[config.mk]
export PLATFORM = sky130hd
export DESIGN_NAME = npc_bpu_flat
export DESIGN_NICKNAME = d
export VERILOG_FILES = /design/src/rtl/npc_bpu_if.sv /design/src/rtl/npc_bpu.sv /design/src/flat_wrapper.sv
export SDC_FILE = /design/constraint.sdc
export NUM_CORES = 2
export LEC_CHECK = 0
export CORE_AREA = 2 2 383 233
export DETAILED_ROUTE_END_ITERATION = 10
export DIE_AREA = 0 0 385 235
export GPL_TIMING_DRIVEN = 1
export PLACE_DENSITY = 0.83
export SLEW_MARGIN = 20
export SYNTH_ARGS = -nofsm -noshare
export SYNTH_HDL_FRONTEND = slang
export SYNTH_SLANG_ARGS = --single-unit
[constraint.sdc]
create_clock -name clk -period 6.2 [get_ports clk]
set_clock_uncertainty 0.1 [all_clocks]
set_input_delay 1.24 -clock clk [delete_from_list [all_inputs] [get_ports clk]]
set_output_delay 1.24 -clock clk [all_outputs]
set_load 0.005 [all_outputs]
[src/rtl/npc_bpu_if.sv]
// rtl/npc_bpu_if.sv - fetch-side and EX-resolution signals of the next-PC predictor
interface npc_bpu_if;
  logic [31:0] PC;
  logic        stall;
  logic        ex_valid;
  logic        ex_is_jump;
  logic [31:0] ex_pc;
  logic        ex_taken;
  logic [31:0] ex_target;
  logic        ex_pred_taken;
  logic [31:0] ex_pred_target;
  logic [31:0] NPC;
  logic        pred_taken;
  logic [31:0] pred_target;
  logic        flush;

  // master is the pipeline side, slave is the predictor
  modport master (
    output PC, stall, ex_valid, ex_is_jump, ex_pc, ex_taken, ex_target,
           ex_pred_taken, ex_pred_target,
    input  NPC, pred_taken, pred_target, flush
  );

  modport slave (
    input  PC, stall, ex_valid, ex_is_jump, ex_pc, ex_taken, ex_target,
           ex_pred_taken, ex_pred_target,
    output NPC, pred_taken, pred_target, flush
  );
endinterface

[src/rtl/npc_bpu.sv]
// rtl/npc_bpu.sv - next-PC generator with direct-mapped BTB and 2-bit counters
module npc_bpu #(
  parameter int ENTRIES = 16,
  parameter int IDX_W   = 4
) (
  input  logic     clk,
  input  logic     rst,
  npc_bpu_if.slave bus
);
  localparam int TAG_W = 30 - IDX_W;

  logic             valid   [ENTRIES];
  logic [TAG_W-1:0] tag     [ENTRIES];
  logic [31:0]      target  [ENTRIES];
  logic [1:0]       ctr     [ENTRIES];
  logic             is_jump [ENTRIES];

  logic             pend;
  logic [31:0]      pend_addr;

  logic [IDX_W-1:0] f_idx, e_idx;
  logic [TAG_W-1:0] f_tag, e_tag;
  logic [31:0]      pc_plus4, ex_plus4, corr;
  logic             f_hit, e_hit, mis, pred_taken_i;
  logic [31:0]      pred_target_i;
  logic [1:0]       ctr_next;

  assign f_idx    = bus.PC[IDX_W+1:2];
  assign f_tag    = bus.PC[31:IDX_W+2];
  assign e_idx    = bus.ex_pc[IDX_W+1:2];
  assign e_tag    = bus.ex_pc[31:IDX_W+2];
  assign pc_plus4 = bus.PC + 32'd4;
  assign ex_plus4 = bus.ex_pc + 32'd4;

  assign f_hit = valid[f_idx] && (tag[f_idx] == f_tag);
  assign e_hit = valid[e_idx] && (tag[e_idx] == e_tag);

  assign pred_taken_i  = f_hit && (is_jump[f_idx] || ctr[f_idx][1]);
  assign pred_target_i = f_hit ? target[f_idx] : pc_plus4;

  assign mis  = bus.ex_valid &&
                ((bus.ex_taken != bus.ex_pred_taken) ||
                 (bus.ex_taken && (bus.ex_target != bus.ex_pred_target)));
  assign corr = bus.ex_taken ? bus.ex_target : ex_plus4;

  always_comb begin
    ctr_next = ctr[e_idx];
    if (bus.ex_taken) begin
      if (ctr[e_idx] != 2'b11) ctr_next = ctr[e_idx] + 2'd1;
    end else begin
      if (ctr[e_idx] != 2'b00) ctr_next = ctr[e_idx] - 2'd1;
    end
  end

  // A live EX correction always beats a parked one; the parked one beats prediction
  always_comb begin
    if (mis)
      bus.NPC = corr;
    else if (pend)
      bus.NPC = pend_addr;
    else if (pred_taken_i)
      bus.NPC = pred_target_i;
    else
      bus.NPC = pc_plus4;
  end

  assign bus.pred_taken  = pred_taken_i;
  assign bus.pred_target = pred_target_i;
  assign bus.flush       = mis || pend;

  always_ff @(posedge clk) begin
    if (rst) begin
      pend      <= 1'b0;
      pend_addr <= 32'd0;
    end else if (mis && bus.stall) begin
      pend      <= 1'b1;
      pend_addr <= corr;
    end else if (!bus.stall) begin
      pend      <= 1'b0;
    end
  end

  // Training ignores stall: the resolving instruction has already left EX
  always_ff @(posedge clk) begin
    if (rst) begin
      for (int i = 0; i < ENTRIES; i++) begin
        valid[i]   <= 1'b0;
        ctr[i]     <= 2'b01;
        is_jump[i] <= 1'b0;
      end
    end else if (bus.ex_valid) begin
      if (e_hit) begin
        if (bus.ex_taken)   target[e_idx] <= bus.ex_target;
        if (!bus.ex_is_jump) ctr[e_idx]   <= ctr_next;
      end else if (bus.ex_taken) begin
        valid[e_idx]   <= 1'b1;
        tag[e_idx]     <= e_tag;
        target[e_idx]  <= bus.ex_target;
        is_jump[e_idx] <= bus.ex_is_jump;
        ctr[e_idx]     <= bus.ex_is_jump ? 2'b11 : 2'b10;
      end
    end
  end
endmodule

[src/flat_wrapper.sv]
// flat-port wrapper written by rule: the top's interface ports become plain ports
module npc_bpu_flat 
#(
  parameter int ENTRIES = 16,
  parameter int IDX_W   = 4
)
  (clk, rst, bus_PC, bus_stall, bus_ex_valid, bus_ex_is_jump, bus_ex_pc, bus_ex_taken, bus_ex_target, bus_ex_pred_taken, bus_ex_pred_target, bus_NPC, bus_pred_taken, bus_pred_target, bus_flush);
  npc_bpu_if bus_i ();
  input  logic clk;
  input  logic rst;
  input wire logic [$bits(bus_i.PC)-1:0] bus_PC;
  input wire logic [$bits(bus_i.stall)-1:0] bus_stall;
  input wire logic [$bits(bus_i.ex_valid)-1:0] bus_ex_valid;
  input wire logic [$bits(bus_i.ex_is_jump)-1:0] bus_ex_is_jump;
  input wire logic [$bits(bus_i.ex_pc)-1:0] bus_ex_pc;
  input wire logic [$bits(bus_i.ex_taken)-1:0] bus_ex_taken;
  input wire logic [$bits(bus_i.ex_target)-1:0] bus_ex_target;
  input wire logic [$bits(bus_i.ex_pred_taken)-1:0] bus_ex_pred_taken;
  input wire logic [$bits(bus_i.ex_pred_target)-1:0] bus_ex_pred_target;
  output wire logic [$bits(bus_i.NPC)-1:0] bus_NPC;
  output wire logic [$bits(bus_i.pred_taken)-1:0] bus_pred_taken;
  output wire logic [$bits(bus_i.pred_target)-1:0] bus_pred_target;
  output wire logic [$bits(bus_i.flush)-1:0] bus_flush;
  assign bus_i.PC = bus_PC;
  assign bus_i.stall = bus_stall;
  assign bus_i.ex_valid = bus_ex_valid;
  assign bus_i.ex_is_jump = bus_ex_is_jump;
  assign bus_i.ex_pc = bus_ex_pc;
  assign bus_i.ex_taken = bus_ex_taken;
  assign bus_i.ex_target = bus_ex_target;
  assign bus_i.ex_pred_taken = bus_ex_pred_taken;
  assign bus_i.ex_pred_target = bus_ex_pred_target;
  assign bus_NPC = bus_i.NPC;
  assign bus_pred_taken = bus_i.pred_taken;
  assign bus_pred_target = bus_i.pred_target;
  assign bus_flush = bus_i.flush;
  npc_bpu #(.ENTRIES(ENTRIES), .IDX_W(IDX_W)) u_core (.clk(clk), .rst(rst), .bus(bus_i));
endmodule
==> impl_metrics.env <==
export IMPL_synth_area_um2=47590
export IMPL_reg2reg_from="u_core.tag[7][18]$_DFFE_PP_"
export IMPL_grtUsageMet3_pct=13.28
export IMPL_htreeDepth=3
export IMPL_grt_pass1_vias=31210
export IMPL_grt_pass1_wl_mm=227.0
export IMPL_cts_tree="yes"
export IMPL_grt_use_met2_pct=50.94
export IMPL_r2r_cells=10
export IMPL_yosysTopAreaCell="edfxtp_1"
export IMPL_wl_per_cell_um=36.32
export IMPL_fin_crit_sh_pct=104.5
export IMPL_design_power_total_mw=15.18
export IMPL_synth_fp_nets=2916
export IMPL_final_nets=3356
export IMPL_p_leak_nw=19.13
export IMPL_place_congestion=0.9855
export IMPL_start_util_pct=54.75
export IMPL_top_usage_layer="met2"
export IMPL_die_h_um=235
export IMPL_yosysTopAreaCellShare_pct=61.59
export IMPL_insertion_delay_ns=0.73
export IMPL_synth_cell_types=70
export IMPL_regToRegSetupSlack_ns=1.88
export IMPL_die_x_um=385
export IMPL_cts_buffers=89
export IMPL_synth_edff_count=976
export IMPL_drc=0
export IMPL_slew_violations=0
export IMPL_dp_cells=4238
export IMPL_yosys_top_cells_area="edfxtp_1 62%, mux4_2 19%, mux2i_1 2.7%"
export IMPL_drive_above_1_share_pct=33.47
export IMPL_final_common_cell="edfxtp_1"
export IMPL_power_per_cell_area_nw_per_um2=265.9
export IMPL_path_clk_slew_ns=0.07
export IMPL_worstSetupStartpointType="input port"
export IMPL_finalSetupTns_ns=-10.10
export IMPL_path_class="input port to output port"
export IMPL_clk_path_buf_depth=3
export IMPL_vias=32220
export IMPL_track_usage_pct=35.60
export IMPL_antenna_left=0
export IMPL_drv_cap=0
export IMPL_ir_drop_v=0.0003673
export IMPL_grt_util_met1_pct=49.99
export IMPL_rsz0062_at_grt="true"
export IMPL_drtIter0Drc=6340
export IMPL_relSlewSlack_pct=21.38
export IMPL_timing_rr_end="u_core.tag[11][5]$_DFFE_PP_"
export IMPL_grt_antenna_before_repair=12
export IMPL_ys_seq_area_share_pct=63.65
export IMPL_violations="setup timing"
export IMPL_hp_class="flip-flop to flip-flop"
export IMPL_grt_max_degree=65
export IMPL_io_pins=201
export IMPL_root_buffer="clkbuf_16"
export IMPL_fmax_mhz=154.3
export IMPL_hpwl_mm=102.4
export IMPL_port_buffers=200
export IMPL_row_count=84
export IMPL_async_flop_share_pct=0
export IMPL_setup_worst_path_start="bus_PC[3]"
export IMPL_netlist_instances=2776
export IMPL_stdcell_count=4455
export IMPL_end_kind="output port"
export IMPL_setup_slack_ns=-0.2805
export IMPL_worstMarginPinSlew_ns=1.177
export IMPL_via_per_inst=7.233
export IMPL_min_period_ns=6.480
export IMPL_die_area_um2=90480
export IMPL_arrival_ns=5.14
export IMPL_place_ws_ns=-0.9036
export IMPL_postSynthAreaPerCell_um2=17.14
export IMPL_routed_wl_mm=161.8
export IMPL_ys_flop_type="edfxtp_1"
export IMPL_area_growth_pct=19.96
export IMPL_finalInstanceArea_um2=57090
export IMPL_outcome="complete, but fails checks"
export IMPL_dr_pass1_iters=8
export IMPL_setup_violations=63
export IMPL_hold_viol_final=0
export IMPL_final_cell_mix="976 x edfxtp_1, 398 x mux4_2, 277 x buf_4"
export IMPL_synth_warnings=0
export IMPL_ys_seq_elements=1025
export IMPL_required_ns=4.86
export IMPL_grt_overflow=0
export IMPL_cp_max_fo=20
export IMPL_clock_sinks=1025
export IMPL_worstSetupEndpoint="bus_NPC[27]"
export IMPL_dpl_cell_area_um2=52980
export IMPL_core_um2=86920
==> what timing repair did <==
| item | 4_1_cts | 5_1_grt |
|---|---|---|
| endpoints found under the setup margin | 65 | 66 |
| pin swaps | 40 | 12 |
| cloned | 10 | 2 |
| resized for setup | 395 | 36 |
| setup buffers | 35 | 4 |
| hold buffers | 0 | 0 |
==> Yosys cell counts (all sizes together) (3+ instances only) <==
cell type  instances
inv               37
a22o              22
nor4              23
a211oi            16
mux2i            129
o211ai            14
nand4             35
mux2              41
or4                3
or3                5
nand2b            19
ha                 5
o211a              5
nand2            126
xnor2             79
and2               7
nor2             173
o311ai             6
mux4             398
xor2              64
nor4b              3
or2                4
clkbuf           119
a221oi             6
nor3b              5
a22oi             10
and3              12
a211o              4
buf               86
o21ai             53
edfxtp           976
dfxtp             49
and4              15
a21o               3
nor2b             10
nand3             62
nand3b             4
a21oi             68
nor3              44
or3b               3
a311o              5
==> where the power goes <==
| part | internal, mW | switching, mW | total [mW] |
|---|---|---|---|
| Combinational | 0.719 | 0.955 | 1.67 |
| Sequential | 7.64 | 0.0370 | 7.68 |
| Clock | 3.12 | 2.71 | 5.83 |
==> state kept, by name, summed over array words and instances (netlist names) <==
name / cells
u_core.is_jump: 16
u_core.pend_addr: 32
u_core.ctr: 32
u_core.tag: 416
u_core.pend: 1
u_core.valid: 16
u_core.target: 512
==> logic make-up (layout without fill, tap and decap cells) <==
family | after synthesis | in the layout | share of synthesized area, %
xor+xnor | 143 | 143 | 2.632
compound gates | 233 | 233 | 3.247
fa+ha+maj | 7 | 7 | 0.1735
mux | 568 | 568 | 22.52
other cells | 0 | 4 | 0
buf+inv | 244 | 758 | 2.117
flops | 1025 | 1025 | 63.65
simple gates | 556 | 556 | 5.663
==> layout make-up <==
| cell class | count | area (um^2) |
|---|---|---|
| Clock inverter | 57 | 646.9 |
| Fill cell | 5424 | 29830 |
| Timing Repair Buffer | 553 | 5264 |
| Timing Repair inverter | 1 | 7.507 |
| Sequential cell | 1025 | 30290 |
| Multi-Input combinational cell | 1507 | 16910 |
| Inverter | 39 | 155.1 |
| Antenna cell | 4 | 10.01 |
| Tap cell | 1161 | 1453 |
| Clock buffer | 108 | 2349 |
==> per-stage QoR <==
step | utilization [%] | hold WS, ns
2_1_floorplan | - | 0.3363
6_report | 65.68 | 0.3813
5_1_grt | 65.67 | 0.3833
4_1_cts | 65.39 | 0.3683
3_5_place_dp | 60.95 | 0.3553
3_3_place_gp | 60.95 | 0.3422
==> worst min path at each step <==
stage | startpoint | endpoint | cells after the start
floorplan | u_core.pend_addr[12]$_SDFFE_PP0P_ | u_core.pend_addr[12]$_SDFFE_PP0P_ | 2
global route | u_core.pend_addr[12]$_SDFFE_PP0P_ | u_core.pend_addr[12]$_SDFFE_PP0P_ | 2
global placement | u_core.pend_addr[10]$_SDFFE_PP0P_ | u_core.pend_addr[10]$_SDFFE_PP0P_ | 2
finish | u_core.pend_addr[12]$_SDFFE_PP0P_ | u_core.pend_addr[12]$_SDFFE_PP0P_ | 2
detailed placement | u_core.pend_addr[11]$_SDFFE_PP0P_ | u_core.pend_addr[11]$_SDFFE_PP0P_ | 2
CTS | u_core.pend_addr[16]$_SDFFE_PP0P_ | u_core.pend_addr[16]$_SDFFE_PP0P_ | 2
==> worst max-delay path: stages <==
cell      delay [ns]
buf_8           0.20
buf_12          0.15
mux2i_1         0.44
nand2_1         0.13
a311o_1         0.45
a221o_1         0.36
or4b_4          0.56
or4_4           0.62
buf_6           0.18
nor2_4          0.16
buf_6           0.17
o211ai_1        0.23
buf_2           0.22
==> routing by layer <==
| metal | wire length, um | vias to the layer above |
|---|---|---|
| met4 | 7169 | 6 |
| met2 | 70680 | 3306 |
| met1 | 55990 | 16240 |
| li1 | - | 12160 |
| met5 | 38 | - |
| met3 | 27940 | 512 |
(Power assumes the default switching activity.)
